<file path="src/rtl/parking_ledger.sv">
// Bay occupancy and parking-fee ledger fed by the entry/exit selector.
// Keeps a billing-unit timebase, per-bay entry stamps, the free-bay count and the last exit fee.
module parking_ledger #(
    parameter int SLOTS       = 8,
    parameter int MS_PER_UNIT = 1000,
    parameter int RATE        = 5,
    parameter int MIN_FEE     = 10
) (
    input  logic        ms,
    input  logic        reset,
    input  logic [2:0]  state,
    input  logic        activateSave,
    input  logic [2:0]  slot_id,
    output logic [7:0]  occupied,
    output logic [3:0]  free_count,
    output logic        full,
    output logic [15:0] fee,
    output logic        fee_valid,
    output logic        err
);

    typedef enum logic [2:0] {
        ST_IDLE  = 3'd0,
        ST_ENTRY = 3'd1,
        ST_EXIT  = 3'd2,
        ST_POST  = 3'd3
    } sel_state_e;

    localparam int               SUB_W    = (MS_PER_UNIT > 1) ? $clog2(MS_PER_UNIT) : 1;
    localparam logic [SUB_W-1:0] SUB_LAST = SUB_W'(MS_PER_UNIT - 1);
    localparam logic [15:0]      FEE_MIN  = 16'(MIN_FEE);

    logic [SUB_W-1:0] r_sub;
    logic [15:0]      r_now;
    logic [15:0]      r_stamp [SLOTS];
    logic [7:0]       r_occ;
    logic [3:0]       r_free;
    logic [15:0]      r_fee;
    logic             r_fee_valid;
    logic             r_err;

    logic [15:0] w_stamp_sel;
    logic [15:0] w_dur;
    logic [31:0] w_charge;
    logic [15:0] w_charge_sat;
    logic [15:0] w_fee_next;
    logic        w_slot_ok;
    logic        w_bay_busy;
    logic        w_is_entry;
    logic        w_is_exit;
    logic        w_entry_ok;
    logic        w_exit_ok;
    logic        w_reject;

    // NOTE: clocked state uses non-blocking assignments so every register samples pre-edge values.
    always_ff @(posedge ms) begin
        if (reset) begin
            r_sub <= '0;
            r_now <= 16'd0;
        end else if (r_sub == SUB_LAST) begin
            r_sub <= '0;
            r_now <= r_now + 16'd1;
        end else begin
            r_sub <= r_sub + 1'b1;
        end
    end

    // NOTE: every always_comb output gets a default first so no path can infer a latch.
    always_comb begin
        w_stamp_sel = 16'd0;
        for (int i = 0; i < SLOTS; i++) begin
            if (slot_id == 3'(i)) w_stamp_sel = r_stamp[i];
        end
    end

    assign w_slot_ok  = (int'(slot_id) < SLOTS);
    assign w_bay_busy = r_occ[slot_id];
    assign w_is_entry = activateSave && (state == ST_ENTRY);
    assign w_is_exit  = activateSave && (state == ST_EXIT);
    assign w_entry_ok = w_is_entry && w_slot_ok && !w_bay_busy;
    assign w_exit_ok  = w_is_exit && w_slot_ok && w_bay_busy;
    assign w_reject   = (w_is_entry && !w_entry_ok) || (w_is_exit && !w_exit_ok);

    // Modular difference: stays past 65535 units wrap and are undercharged.
    assign w_dur        = r_now - w_stamp_sel;
    assign w_charge     = 32'(w_dur) * 32'(RATE);
    assign w_charge_sat = (|w_charge[31:16]) ? 16'hFFFF : w_charge[15:0];
    assign w_fee_next   = (w_charge_sat < FEE_MIN) ? FEE_MIN : w_charge_sat;

    // NOTE: the stamp table is small and must read as zero after reset, so it is reset like any register.
    always_ff @(posedge ms) begin
        if (reset) begin
            r_occ       <= 8'd0;
            r_free      <= 4'(SLOTS);
            r_fee       <= 16'd0;
            r_fee_valid <= 1'b0;
            r_err       <= 1'b0;
            for (int i = 0; i < SLOTS; i++) r_stamp[i] <= 16'd0;
        end else begin
            r_fee_valid <= w_exit_ok;
            r_err       <= w_reject;
            if (w_entry_ok) begin
                r_occ[slot_id] <= 1'b1;
                r_free         <= r_free - 4'd1;
            end
            if (w_exit_ok) begin
                r_occ[slot_id] <= 1'b0;
                r_free         <= r_free + 4'd1;
                r_fee          <= w_fee_next;
            end
            for (int i = 0; i < SLOTS; i++) begin
                if (w_entry_ok && (slot_id == 3'(i))) r_stamp[i] <= r_now;
            end
        end
    end

    assign occupied   = r_occ;
    assign free_count = r_free;
    assign full       = (r_free == 4'd0);
    assign fee        = r_fee;
    assign fee_valid  = r_fee_valid;
    assign err        = r_err;

endmodule
</file>
<file path="config.mk">
export PLATFORM = sky130hd
export DESIGN_NAME = parking_ledger
export DESIGN_NICKNAME = d
export VERILOG_FILES = /design/src/rtl/parking_ledger.sv
export SDC_FILE = /design/constraint.sdc
export NUM_CORES = 1
export LEC_CHECK = 0
export ABC_AREA = 1
export CORE_MARGIN = 10
export CORE_UTILIZATION = 55
export CTS_BUF_LIST = sky130_fd_sc_hd__clkbuf_8
export DETAILED_ROUTE_END_ITERATION = 8
export GPL_TIMING_DRIVEN = 0
export PLACE_DENSITY = 0.74
export SLEW_MARGIN = 20
export SYNTH_ARGS = -nofsm -noshare
export SYNTH_HDL_FRONTEND = slang
export SYNTH_SLANG_ARGS = --single-unit
export TNS_END_PERCENT = 5
</file>
<file path="constraint.sdc">
create_clock -name ms -period 8.6 [get_ports ms]
set_input_delay 1.29 -clock ms [delete_from_list [all_inputs] [get_ports ms]]
set_output_delay 1.29 -clock ms [all_outputs]
set_load 0.02 [all_outputs]
</file>
# Word level (Yosys, flattened, before mapping)
# Memory sizes are Yosys's and may differ from the RTL's.
# Index checks and enable logic that the tools add are counted.
dict set report totals {
  regBits 56
  ramBits 128
  inputBits 9
  output_inout_bits 31
  word_cells 115
  memories 1
}
dict set report op_classes {
  add_sub_neg 5
  multipliers 1
  magnitude_cmp 3
  eq_ne 10
  mux 53
  bitwise_logic 11
  n_reduce_logical 24
}
# name depth word_bits rd rd_clocked_by_memory_dff write_ports line
set mem_list {}
lappend mem_list {r_stamp 8 16 8 0 8 35} ;# logic [15:0] r_stamp [SLOTS];
# operator count
set ops {}
lappend ops {{$mux 16} 18}
lappend ops {{$mux 1} 28}
lappend ops {{$mux 8} 3}
lappend ops {{$mul 16x3->19 const B} 1}
lappend ops {{$add 16x1->16 const B} 1}
lappend ops {{$lt 16x4->1 const B} 1}
lappend ops {{$sub 16x16->16} 1}
lappend ops {{$logic_and 1x1->1} 15}
lappend ops {{$eq 3x3->1 const B} 4}
lappend ops {{$add 10x1->10 const B} 1}
lappend ops {{$eq 10x10->1 const B} 1}
lappend ops {{$eq 3x2->1 const B} 3}
lappend ops {{$and 8x8->8} 1}
lappend ops {{$mux 4} 2}
lappend ops {{$not 8->8} 1}
lappend ops {{$or 1x1->1} 8}
lappend ops {{$or 8x8->8} 1}
lappend ops {{$eq 3x1->1 const B} 2}
lappend ops {{$add 4x1->4 const B} 1}
lappend ops {{$logic_not 4->1} 1}
lappend ops {{$lt 3x4->1 const B} 1}
lappend ops {{$sub 4x1->4 const B} 1}
lappend ops {{$bmux 1 s3} 1}
lappend ops {{$demux 1 s3} 1}
lappend ops {{7 further kinds} 9}

# Logic depth before layout (Yosys ltp)
dict set report depth {
  depth_word 15
  ltp_mapped 38
  ltp_nobuf 37
}

# Worst setup path after synthesis
# Ideal clock, no wire load.
dict set report synth_path {
  path_kind {input-to-reg}
  start {input port slot_id[0]}
  end {register r_fee[0] (netlist: fee[0])}
  setup_ps 132
  arrival_ps 5884
  required_ps 8468
  setup_slack_ps 2583
  cell_stages 34
  path_buffers 3
  path_cell_list {buf_4 inv_1 nor2_1 clkbuf_1 a22oi_1 nand4_1 o221ai_1 ha_1 or2_2 nand3_1 a21oi_1 o21ai_0 nand2_1 a21boi_0 o21bai_1 xor2_1 ha_1 ha_1 inv_1 o21ai_0 nand3_1 nand2_1 a21oi_1 nand2_1 nand3b_1 nand2_1 inv_1 nor2_2 buf_4 nand3_1 nor2_1 nand2_1 nand2_1 a21oi_1}
}
dict set report synth_between {
  elab_chain_cells 15
  elab_cells_between_ends 25
  classes_between {add/sub: 1; mul: 1; order compare: 1; eq/ne: 7; mux: 12; reduce/logical: 3}
}
# item line
set synth_rtl {}
lappend synth_rtl {{from (decl)} 13} ;# input logic [2:0] slot_id,
lappend synth_rtl {{$logic_not 3->1} 72} ;# if (slot_id == 3'(i)) w_stamp_sel = r_stamp[i];
lappend synth_rtl {{$mux 16 (8 in a row)} 72}
lappend synth_rtl {{$sub 16x16->16} 85} ;# assign w_dur = r_now - w_stamp_sel;
lappend synth_rtl {{$mul 16x3->19} 86} ;# assign w_charge = 32'(w_dur) * 32'(RATE);
lappend synth_rtl {{$reduce_or 3->1} 87} ;# assign w_charge_sat = (|w_charge[31:16]) ? 16'hFFFF : w_charge[15:0];
lappend synth_rtl {{$mux 16} 87}
lappend synth_rtl {{$lt 16x4->1} 88} ;# assign w_fee_next = (w_charge_sat < FEE_MIN) ? FEE_MIN : w_charge_sat;
lappend synth_rtl {{$mux 16} 88}
lappend synth_rtl {{to (signal assigned)} 109} ;# r_fee <= w_fee_next;
lappend synth_rtl {{to (decl)} 38} ;# logic [15:0] r_fee;
# Several ways; a longest one is shown, not always the timed one. The select of a mux whose other input is x is not followed.
# A chain may end at the register's enable or synchronous reset.

# Worst setup path in the final report
dict set report layout_path {
  start {input port slot_id[1]}
  end {register r_fee[2] (netlist: fee[2])}
}
# The elaborated chain is that of the path after synthesis.

==> impl_metrics.yaml <==
outcome:
  status: "finished, final reports clean"
timing:
  fin_crit_sh_pct: 86.54
  clock_skew_ns: 0.01627
  max_freq_mhz: 134.4
  tightest_slew_ns: 0.8873
  tns_ns: 0
  slew_viol_final: 0
  slew_headroom_pct: 40.30
  hold_violations: 0
  rsz0062_at_grt: "false"
  finalSetupViolCount: 0
  post-route-min-period_ns: 7.442
setup_path:
  cp-end-kind: "flip-flop"
  worst-setup-path-type: "input port to flip-flop"
  critPathSlowestCell: "clkbuf_1"
  crit_top_cell: "nand2_1"
  worst_path_largest_cell_delay_ns: 0.53
  arrival_ns: 7.78
  required_ns: 8.93
  startpoint_type: "input port"
  cp_max_fo: 10
synth:
  ys_types: 42
  synth_area_leaders: "edfxtp_1 41%, dfxtp_1 12%, nand2_1 7.2%, nor2_1 7.1%, ha_1 5.9%"
  syn_area_per_cell_um2: 8.903
  synth_top_cells_by_count: "181 x nand2_1, 178 x nor2_1, 128 x edfxtp_1"
  synth_top_area_share_pct: 40.61
  ys_seq_elements: 184
  ys.flop_type: "edfxtp_1"
  synth_cells: 1063
  yosysMostFrequentCell: "nand2_1"
  syn_area_um2: 9464
  yosysWarnings: 0
  yosysSeqAreaShare_pct: 52.46
  yosys.area.top_type: "edfxtp_1"
  synthArstFlopShare_pct: 0
  synth_edf_count: 128
  syn-num-nets: 1120
floorplanning:
  dieHeight_um: 151.2
  die_area_um2: 22850
  core_um2: 16700
  start_util_pct: 56.67
  core.rowCount: 47
  die_x_um: 151.2
  ioPinCount: 40
clock_network:
  clock_latency_ns: 0.47
  cts_setup_buffers: 0
  cts-htree-levels: 4
  cts_buffer_depth: 2
  cts_hold_buffers: 0
  root_buffer: "clkbuf_8"
  numCtsBuffers: 17
  cts_resized: 0
  cts_tree: "yes"
  cts_sinks: 184
  cts.clk_slew.worst_paths_ns: 0.09
layout:
  drive_above_1_share_pct: 6.520
  design_area_um2: 10510
  antenna-diode-count: 0
  nets: 1179
  syn2layout_area_growth_pct: 11.07
placed_design:
  gp_congestion: 0.8758
  dpl_cell_area_um2: 10150
  hpwl_mm: 16.50
  port-buffer-count: 38
global_routing:
  antenna_found_initial: 0
  grt_pass1_wl_mm: 34.65
  grtUsageTotal_pct: 19.19
  grt_max_degree: 19
  grt_pass1_vias: 6863
  grt.overflow.total: 0
job:
  maxCapViolations: 0
route:
  drt_wl_total_mm: 21.78
  avgRoutedWirePerCell_um: 16.07
  vias: 7532
  vias_per_cell: 5.559
  drtIter0Drc: 639
  post-route-drc-count: 0
  ant_nets: 0
  drt_first_pass_iters: 6
pwr:
  power.leakage_nw: 4.132
  powerDensity_nw_per_um2: 188.3
  peakVddDrop_mv: 0.1100
hold_path:
  hold_path.class: "flip-flop to flip-flop"
## cell type report
cell class                      instances  area, um^2
Buffer                                 28       135.1
Clock buffer                           17       234.0
Clock inverter                         15       127.6
Fill cell                            1427        6190
Inverter                              137       514.2
Multi-Input combinational cell        714        3857
Sequential cell                       184        4965
Tap cell                              220       275.3
Timing Repair Buffer                   40       402.9
## logic make-up (layout without fill, tap and decap cells)
family / count (synthesis) / in the layout / share of synthesized area [%]
AND/OR/NAND/NOR: 469 / 469 / 21.02
multiplexers: 1 / 1 / 0.1058
AO/OA/AOI/OAI: 171 / 171 / 10.66
adder cells (fa/ha/maj): 48 / 48 / 6.584
flip-flops: 184 / 184 / 52.46
buffers and inverters: 165 / 237 / 6.861
XOR/XNOR: 25 / 25 / 2.314
## where the power goes
group / total [mW] / switching [mW] / internal (mW)
combinational: 0.464 / 0.308 / 0.156
sequential: 0.970 / 0.00706 / 0.963
clock: 0.544 / 0.334 / 0.211
total: 1.98 / 0.649 / 1.33
## sequential cells by signal (all words and copies together), names as in the netlist
register and flops:
free_count 4, fee_valid 1, occupied 8, fee 16, r_sub 10, err 1, r_stamp 128, r_now 16
## worst max-delay path, delay by kind of cell
family | cells | cell delay (ns)
buffers and inverters | 5 | 1.38
xor gates and xnor gates | 2 | 0.37
AOI/OAI and AO/OA | 11 | 2.10
and+or+nand+nor | 13 | 1.80
adders and majority gates | 2 | 0.80
## per-stage QoR
step	hold WS (ns)	util, %	total power [mW]	setup slack [ns]	cells
floorplan	0.4176	-	1.333	2.583	1063
global placement	0.4326	60.59	1.444	0.7844	1321
detailed placement	0.4388	60.77	1.446	0.6982	1323
CTS	0.4550	62.94	1.980	1.174	1355
global route	0.4794	62.94	2.076	0.5534	1355
finish	0.4523	62.94	1.979	1.158	1355
## layer usage
layer  routed length (um)  share of wire, %  vias to the layer above  global-route usage (%)
li1                     -                 -                     3713                       -
met1                 9945                46                     3539                   26.09
met2                 9968                46                      247                   30.58
met3                 1452               6.7                       33                   2.953
met4                  413               1.9                        0                   6.785
met5                    0                 0                        -                       0
## cells in the final DEF (no fill, tap or decap), types with 3 or more instances in the layout
| cell type | n |
|---|---|
| nand2_1 | 181 |
| nor2_1 | 178 |
| edfxtp_1 | 128 |
| inv_1 | 122 |
| a21oi_1 | 75 |
| dfxtp_1 | 56 |
| ha_1 | 45 |
| nand3_1 | 44 |
| o21ai_0 | 44 |
| clkdlybuf4s50_1 | 38 |
| nand4_1 | 26 |
| clkbuf_1 | 17 |
| xor2_1 | 17 |
| clkbuf_8 | 17 |
| inv_2 | 15 |
| nor3_1 | 15 |
| a22o_1 | 14 |
| a211oi_1 | 10 |
| xnor2_1 | 8 |
| nor4_1 | 8 |
| a221oi_1 | 7 |
| buf_2 | 6 |
| nor2_4 | 5 |
| nor2_2 | 5 |
| inv_6 | 5 |
| buf_6 | 4 |
| inv_8 | 4 |
| nand2_2 | 3 |
| o221ai_1 | 3 |
| o21bai_1 | 3 |
| a21o_1 | 3 |
| a31oi_1 | 3 |
| fa_1 | 3 |
## path summary, 6_finish.rpt
path	depth (start not counted)	slack (ns)	to	from
worst max-delay path	33	1.16	fee[2]$_SDFFE_PP0P_	slot_id[1]
worst min-delay path	1	0.45	r_sub[0]$_SDFF_PP0_	r_sub[0]$_SDFF_PP0_
worst max register to register	30	2.90	fee[2]$_SDFFE_PP0P_	r_stamp[0][16]$_SDFFCE_PN0P_
worst min register to register	1	0.45	r_sub[0]$_SDFF_PP0_	r_sub[0]$_SDFF_PP0_
Power figures use the tool's default switching activity.
